--- src/rtl/mdu_iter.sv ---
// Multi-cycle unsigned multiply/divide unit: shift-add multiply and restoring
// division, one bit per cycle, with valid/ready request and result handshakes.
module mdu_iter #(
   parameter int unsigned REG_WIDTH = 32
) (
   input  logic                 clk,
   input  logic                 rst_n,
   input  logic                 i_valid,
   output logic                 o_ready,
   input  logic [1:0]           i_op,
   input  logic [REG_WIDTH-1:0] first_op,
   input  logic [REG_WIDTH-1:0] second_op,
   output logic                 o_valid,
   input  logic                 i_ready,
   output logic [REG_WIDTH-1:0] o_data,
   output logic                 o_div_zero
);

   localparam int unsigned W     = REG_WIDTH;
   localparam int unsigned CNT_W = $clog2(REG_WIDTH) + 1;

   localparam logic [1:0] S_IDLE = 2'd0;
   localparam logic [1:0] S_MUL  = 2'd1;
   localparam logic [1:0] S_DIV  = 2'd2;
   localparam logic [1:0] S_DONE = 2'd3;

   localparam logic [1:0] OP_MUL_H = 2'b01;
   localparam logic [1:0] OP_DIV   = 2'b10;

   logic [1:0]       state_q, state_d;
   logic [1:0]       op_q;
   logic [W-1:0]     a_q;       // multiplicand, or dividend shifting into quotient
   logic [W-1:0]     b_q;       // multiplier shifting right, or divisor
   logic [2*W-1:0]   prod_q;
   logic [W-1:0]     rem_q;
   logic [CNT_W-1:0] cnt_q;
   logic             dz_q;

   logic             last_iter_c;
   logic [W-1:0]     addend_c;
   logic [W:0]       add_c;
   logic [2*W-1:0]   prod_next_c;
   logic [W:0]       shifted_c;
   logic [W:0]       diff_c;
   logic             no_borrow_c;
   logic [W-1:0]     rem_next_c;
   logic [W-1:0]     quot_next_c;

   assign o_ready     = (state_q == S_IDLE);
   assign last_iter_c = (cnt_q == CNT_W'(W - 1));

   // Multiply step: add multiplicand into the upper half, then shift right.
   assign addend_c    = b_q[0] ? a_q : '0;
   assign add_c       = {1'b0, prod_q[2*W-1:W]} + {1'b0, addend_c};
   assign prod_next_c = (2*W)'({add_c, prod_q[W-1:0]} >> 1);

   // Restoring divide step; the partial remainder is always below the divisor,
   // so bit W of the difference is exactly the borrow.
   assign shifted_c   = {rem_q, a_q[W-1]};
   assign diff_c      = shifted_c - {1'b0, b_q};
   assign no_borrow_c = ~diff_c[W];
   assign rem_next_c  = no_borrow_c ? diff_c[W-1:0] : shifted_c[W-1:0];
   assign quot_next_c = {a_q[W-2:0], no_borrow_c};

   always_ff @(posedge clk) begin
      if (!rst_n) state_q <= S_IDLE;
      else        state_q <= state_d;
   end

   always_comb begin
      state_d = state_q;
      case (state_q)
         S_IDLE: if (i_valid) state_d = i_op[1] ? S_DIV : S_MUL;
         S_MUL:  if (last_iter_c) state_d = S_DONE;
         S_DIV:  if (dz_q || last_iter_c) state_d = S_DONE;
         S_DONE: if (i_ready) state_d = S_IDLE;
         default: state_d = S_IDLE;
      endcase
   end

   always_ff @(posedge clk) begin
      if (!rst_n) begin
         op_q       <= '0;
         a_q        <= '0;
         b_q        <= '0;
         prod_q     <= '0;
         rem_q      <= '0;
         cnt_q      <= '0;
         dz_q       <= 1'b0;
         o_valid    <= 1'b0;
         o_data     <= '0;
         o_div_zero <= 1'b0;
      end else begin
         case (state_q)
            S_IDLE: begin
               if (i_valid) begin
                  op_q   <= i_op;
                  a_q    <= first_op;
                  b_q    <= second_op;
                  prod_q <= '0;
                  rem_q  <= '0;
                  cnt_q  <= '0;
                  dz_q   <= i_op[1] && (second_op == '0);
               end
            end
            S_MUL: begin
               prod_q <= prod_next_c;
               b_q    <= b_q >> 1;
               if (last_iter_c) begin
                  o_valid    <= 1'b1;
                  o_div_zero <= 1'b0;
                  o_data     <= (op_q == OP_MUL_H) ? prod_next_c[2*W-1:W]
                                                   : prod_next_c[W-1:0];
               end else begin
                  cnt_q <= cnt_q + CNT_W'(1);
               end
            end
            S_DIV: begin
               if (dz_q) begin
                  o_valid    <= 1'b1;
                  o_div_zero <= 1'b1;
                  o_data     <= (op_q == OP_DIV) ? '1 : a_q;
               end else begin
                  rem_q <= rem_next_c;
                  a_q   <= quot_next_c;
                  if (last_iter_c) begin
                     o_valid    <= 1'b1;
                     o_div_zero <= 1'b0;
                     o_data     <= (op_q == OP_DIV) ? quot_next_c : rem_next_c;
                  end else begin
                     cnt_q <= cnt_q + CNT_W'(1);
                  end
               end
            end
            S_DONE: begin
               if (i_ready) begin
                  o_valid    <= 1'b0;
                  o_div_zero <= 1'b0;
               end
            end
            default: ;
         endcase
      end
   end

endmodule
--- config.mk ---
export PLATFORM = sky130hd
export DESIGN_NAME = mdu_iter
export DESIGN_NICKNAME = d
export VERILOG_FILES = /design/src/rtl/mdu_iter.sv
export SDC_FILE = /design/constraint.sdc
export NUM_CORES = 1
export LEC_CHECK = 0
export CAP_MARGIN = 20
export CORE_AREA = 8 8 173 175
export CTS_CLUSTER_SIZE = 20
export DETAILED_ROUTE_END_ITERATION = 7
export DIE_AREA = 0 0 181 183
export PLACE_DENSITY = 0.69
export RECOVER_POWER = 25
export SLEW_MARGIN = 15
export SYNTH_ARGS = -nofsm -noshare
export SYNTH_HDL_FRONTEND = slang
export SYNTH_SLANG_ARGS = --single-unit
--- constraint.sdc ---
create_clock -name clk -period 7.04 [get_ports clk]
set_clock_uncertainty 0.15 [all_clocks]
set_input_delay 1.408 -clock clk [delete_from_list [all_inputs] [get_ports clk]]
set_output_delay 1.408 -clock clk [all_outputs]
set_load 0.005 [all_outputs]
==> reports/qor.yml, run 1 <==
run_status: "complete, but fails checks"
violations: "capacitance limit, slew limit"
rsz0062_at_grt: "no"
wl_um: 43100
synthArstFlopShare: 0
setup_tns_ns: 0
ys_seq_area_frac: 0.307
hold_path_class: "register to register"
grt_pass1_wl_um: 67400
yosys.cell_count.top_type: "nor2_1"
viasPerCell: 6.19
cp_max_fo: 82
row_count: 61
timing.fmax_ghz: 0.192
max_slew_margin: -0.494
antenna_found_initial: 0
cap_viol_max_count: 1
syn_inst: 1646
synth.area.top_cells: "dfxtp_1 31%, mux2i_1 7.0%, ha_1 6.7%"
yosys.area.top_type: "dfxtp_1"
drtPass1Iterations: 6
synth-xor-area-share: 0.0375
start_kind: "input pin"
path_clk_slew_ns: 0.06
ant_nets: 0
ioPinCount: 105
worstSetupPathType: "input pin to register"
synth_flop_cell: "dfxtp_1"
cts_tree: "done"
die_y_um: 183
arrival_ns: 5.46
syn-num-nets: 1789
yosys_warnings: 0
vias: 12600
dp_hpwl_um: 31400
area_growth_pct: 14.4
synth_edf_count: 0
drive_gt1_frac: 0.0607
grt_max_degree: 83
clock_path_buffers: 3
powerDensity_nw_per_um2: 349
p_leak_nw: 5.80
cts_inserted_buffers: 23
synthMuxAreaShare: 0.0745
core_um2: 27300
n_fill_cell: 2565
fin_nets: 1827
synth_top_area_share: 0.307
cts_resized: 0
drcViolationCount: 0
diodes: 0
period_share: 0.739
hold_buffers: 0
hold_viol_final: 0
place_ws_ns: 2.69
synth_commonest_cells: "231 x nor2_1, 204 x dfxtp_1, 116 x o21ai_0, 105 x nand2_1"
htreeDepth: 1
clk_latency_ns: 0.53
yosysUniqueCellTypes: 84
setup-violations-final: 0
timing.final.ws_setup_ns: 1.84
drt_iter0_drc: 1082
gp_congestion: 0.964
finalCriticalPeriod_ns: 5.20
worst_slew_pin_slew_ns: 2.24
synth_seq_cells: 204
slew_violations: 40
cts_setup_buffers: 0
syn_avg_cell_area_um2: 8.08
grt_pass1_vias: 12000
synth_top_family_by_area: "compound AO/OA/AOI/OAI gates"
peakVddDrop_uv: 241
crit_required_ns: 7.30
dieWidth_um: 181
cts.sinks: 204
clockRootBuffer: "clkbuf_16"
wl_per_cell_um: 21.1
initial_core_util: 0.487
synthAdderAreaFrac: 0.0698
dieArea_um2: 33100
synth_compound_area_frac: 0.284
syn_area_um2: 13300
grt_overflow: 0
synth_simple_gate_area_frac: 0.172
post-route-util: 0.557
portBuffers: 104
cp-end-kind: "register"
track_usage: 0.250
per-layer routing:
metal | part of all wire | track usage | up-vias
met2 | 0.46 | 0.412 | 474
li1 | - | - | 6103
met5 | 0 | 0 | -
met1 | 0.43 | 0.326 | 5994
met4 | 0.044 | 0.105 | 0
met3 | 0.066 | 0.0321 | 75
metrics by stage:
stage	power (mW)	instance area, um2	instances	hold WS (ns)
global placement	4.03	14500	2004	0.313
floorplan	3.36	13300	1646	0.296
global route	5.63	15200	2043	0.342
CTS	5.30	15200	2043	0.335
finish	5.31	15200	2043	0.327
detailed placement	4.07	14500	2005	0.325
cell usage in the layout (no fill, tap or decap), types with 65 or more instances in the layout:
master           instances
o21ai_0                117
ha_1                    69
a211oi_1                81
clkdlybuf4s50_1         87
nand2_1                105
mux2i_1                 93
a22oi_1                 65
dfxtp_1                204
nor2_1                 230
a21oi_1                 86
registers in the layout (all words and copies together) (netlist names), 2 cells and up:
name	cells
cnt_q	6
op_q	2
b_q	32
o_data	32
prod_q	63
rem_q	32
state_q	2
a_q	32
where the power goes:
group          leakage [nW]  internal (mW)  switching (mW)
registers              1.66           1.35           0.248
logic                  3.76          0.876            1.62
clock network         0.375          0.736           0.483
total                  5.80           2.97            2.35
area by class of cell:
class | count | area [um2] | area share
clock buffers | 29 | 628 | 0.0413
clock inverters | 9 | 124 | 0.00814
inverters | 56 | 213 | 0.0140
multi-input cells | 1273 | 8520 | 0.560
flip-flops and latches | 204 | 4080 | 0.268
well taps | 346 | 433 | 0.0284
repair buffers | 126 | 1210 | 0.0798
worst paths after layout:
kind	start	to	slack, ns	cells after the start
setup reg to reg	b_q[0]	o_data[27]	2.60	15
hold reg to reg	o_valid	o_valid	0.33	2
hold / removal	o_valid	o_valid	0.33	2
setup / recovery	rst_n	a_q[3]	1.84	5
logic make-up after synthesis:
family	count (synthesis)
xor+xnor	57
simple gates	505
flops	204
mux	98
compound gates	540
buf+inv	169
fa+ha+maj	73
worst max-delay path, cell delays in order:
cell and delay (ns):
dlygate4sd3_1 0.52, clkbuf_1 1.58, inv_4 0.85, buf_4 0.65, a211oi_1 0.31
(Power assumes the default switching activity.)
==> run 2: changes to the inputs <==
- clock period: 7.04 -> 5.2 ns (I/O delays scaled with it)
==> run 2 against run 1 <==
Compared with the run above:
- the run still ends with capacitance limit, slew limit left
- count of clock-buffer cells in the layout up 6
- final area up 0.14%
- critical path depth up 4
- largest power group unchanged
==> reports/qor.yml, run 2 (same netlist as run 1, synthesis figures left out) <==
viasPerCell: 6.27  # +1.4%
wl_um: 44200  # +2.4%
die_y_um: 183  # unchanged
cp_top_family: "compound AO/OA/AOI/OAI gates"
slowest_delay_ns: 1.85  # +0.27 ns
largest_reg_flops: 63  # unchanged
clk_latency_ns: 0.53  # about the same
hold_start: "o_valid"
sw_frac_of_total: 0.446  # +0.00383
cp-end-kind: "register"
cts_setup_buffers: 0  # unchanged
cts_tree: "done"
gp_congestion: 0.942  # -2.4%
period_share: 0.858
use_met2: 0.409  # -0.00318
ioPinCount: 105  # unchanged
start_kind: "register"
post-route-util: 0.558  # +0.000778
diodes: 0  # unchanged
htreeDepth: 1  # unchanged
p_int_mw: 4.02  # +35%
grt_pass1_vias: 12200  # +1.2%
cts_inserted_buffers: 23  # unchanged
cts_resized: 0  # unchanged
clock_path_buffers: 3  # unchanged
hold_buffers: 0  # unchanged
hold_viol_final: 0  # unchanged
reg2reg_from: "state_q[1]"
grt_overflow: 0  # unchanged
vias: 12800  # +1.6%
portBuffers: 104  # unchanged
worstSetupPathType: "register to register"
cp_max_fo: 39  # -52%
drive_gt1_frac: 0.0611  # +0.000409
finalCriticalPeriod_ns: 4.46
setup-violations-final: 0  # unchanged
fin_nets: 1829  # +0.11%
final_cell_mix: "231 x nor2_1, 204 x dfxtp_1, 117 x o21ai_0"
area_growth_pct: 14.5
antenna_found_initial: 0  # unchanged
drtPass1Iterations: 6  # unchanged
track_usage: 0.256  # +0.00637
drcViolationCount: 0  # unchanged
wl_per_cell_um: 21.6  # +2.2%
p_leak_nw: 5.85  # +0.85%
arrival_ns: 4.77  # -0.69 ns
grt_pass1_wl_um: 68400  # +1.5%
initial_core_util: 0.487  # unchanged
dieArea_um2: 33100  # unchanged
dp_hpwl_um: 32400  # +3.2%
crit_required_ns: 5.51  # -1.79 ns
use_met1: 0.334  # +0.00712
cp-startpoint: "state_q[1]"
slew_violations: 83  # +110%
row_count: 61  # unchanged
ant_nets: 0  # unchanged
peakVddDrop_uv: 257  # +6.7%
path_clk_slew_ns: 0.06  # about the same
core_um2: 27300  # unchanged
run_status: "complete, but fails checks"
cpMostUsedCell: "o21ai_0"
timing.fmax_ghz: 0.224
switching_power_mw: 3.23  # +38%
p_seq_frac: 0.298  # -0.003
layout_commonest_cell: "nor2_1"
grt_max_degree: 85  # +2.4%
max_slew_margin: -0.397  # +0.0967
clockRootBuffer: "clkbuf_16"
cts.sinks: 204  # unchanged
p_clk_frac: 0.227  # -0.002
hold_path_class: "register to register"
critPathSlowestCell: "o21ai_0"
dieWidth_um: 181  # unchanged
violations: "capacitance limit, slew limit"
grt.busiest_layer: "met2"
setup_tns_ns: 0  # unchanged
powerDensity_nw_per_um2: 475  # +36%
critical_path_buf_inv_count: 4  # unchanged
cap_viol_max_count: 3  # +2
grt_util_met3: 0.0431  # +0.0111
drt_iter0_drc: 982  # -9.2%
worst_slew_pin_slew_ns: 2.07  # -0.167 ns
comb_power_share: 0.475  # +0.006
top_register: "prod_q"
rsz0062_at_grt: "no"
path_cells: "inv_1, ha_1, clkbuf_2, o21ai_0, buf_16, buf_4, and2_1, o21ai_0, a21oi_1"
## run 2: cell count changes in the layout (fill, tap and decap cells not counted), sizes merged
cell / previous run / this run
dlygate4sd3: 17 / 25
clkdlybuf4s50: 87 / 79
bufinv: 3 / 1
clkinv: 5 / 4
buf: 21 / 23
clkbuf: 30 / 36
## run 2: power by group through the flow
stage / Clock [mW] / Sequential, mW / Combinational (mW)
floorplan: 0 / 2.04 / 2.51
global placement: 0 / 2.17 / 3.32
detailed placement: 0 / 2.19 / 3.34
CTS: 1.67 / 2.15 / 3.37
global route: 1.73 / 2.19 / 3.76
finish: 1.64 / 2.16 / 3.44
## run 2: layer usage
layer	share of wire	vias up	wire, um
li1	-	6118	-
met1	0.44	6142	19300
met2	0.45	489	19800
met3	0.067	100	2960
met4	0.050	0	2200
met5	0	-	0
## run 2: metrics by stage
step | area (um2) | setup WS, ns | instances | hold slack [ns] | total power [mW]
after floorplan | 13300 | 1.77 | 1646 | 0.296 | 4.55
after global placement | 14500 | 1.16 | 2006 | 0.319 | 5.49
after detailed placement | 14500 | 1.07 | 2006 | 0.336 | 5.52
after CTS | 15200 | 1.05 | 2047 | 0.346 | 7.19
after global routing | 15200 | 0.438 | 2048 | 0.373 | 7.68
final | 15200 | 0.740 | 2048 | 0.340 | 7.25
## run 2: worst min-delay path, cell delays in order, from the launching register on
cell      delay [ns]
dfxtp_1         0.31
inv_1           0.05
a221oi_1        0.07
## run 2: final timing paths
kind | to | depth (start not counted) | slack, ns
worst max-delay path | prod_q[63] | 9 | 0.74
worst max register to register | prod_q[63] | 9 | 0.74
worst min register to register | o_valid | 2 | 0.34
worst min-delay path | o_valid | 2 | 0.34
## run 2: area by class of cell
class                           count  area, um2
Clock buffer                       35        701
Clock inverter                      6       58.8
Fill cell                        2605      12100
Inverter                           56        213
Multi-Input combinational cell   1273       8500
Sequential cell                   204       4080
Tap cell                          346        433
Timing Repair Buffer              128       1250
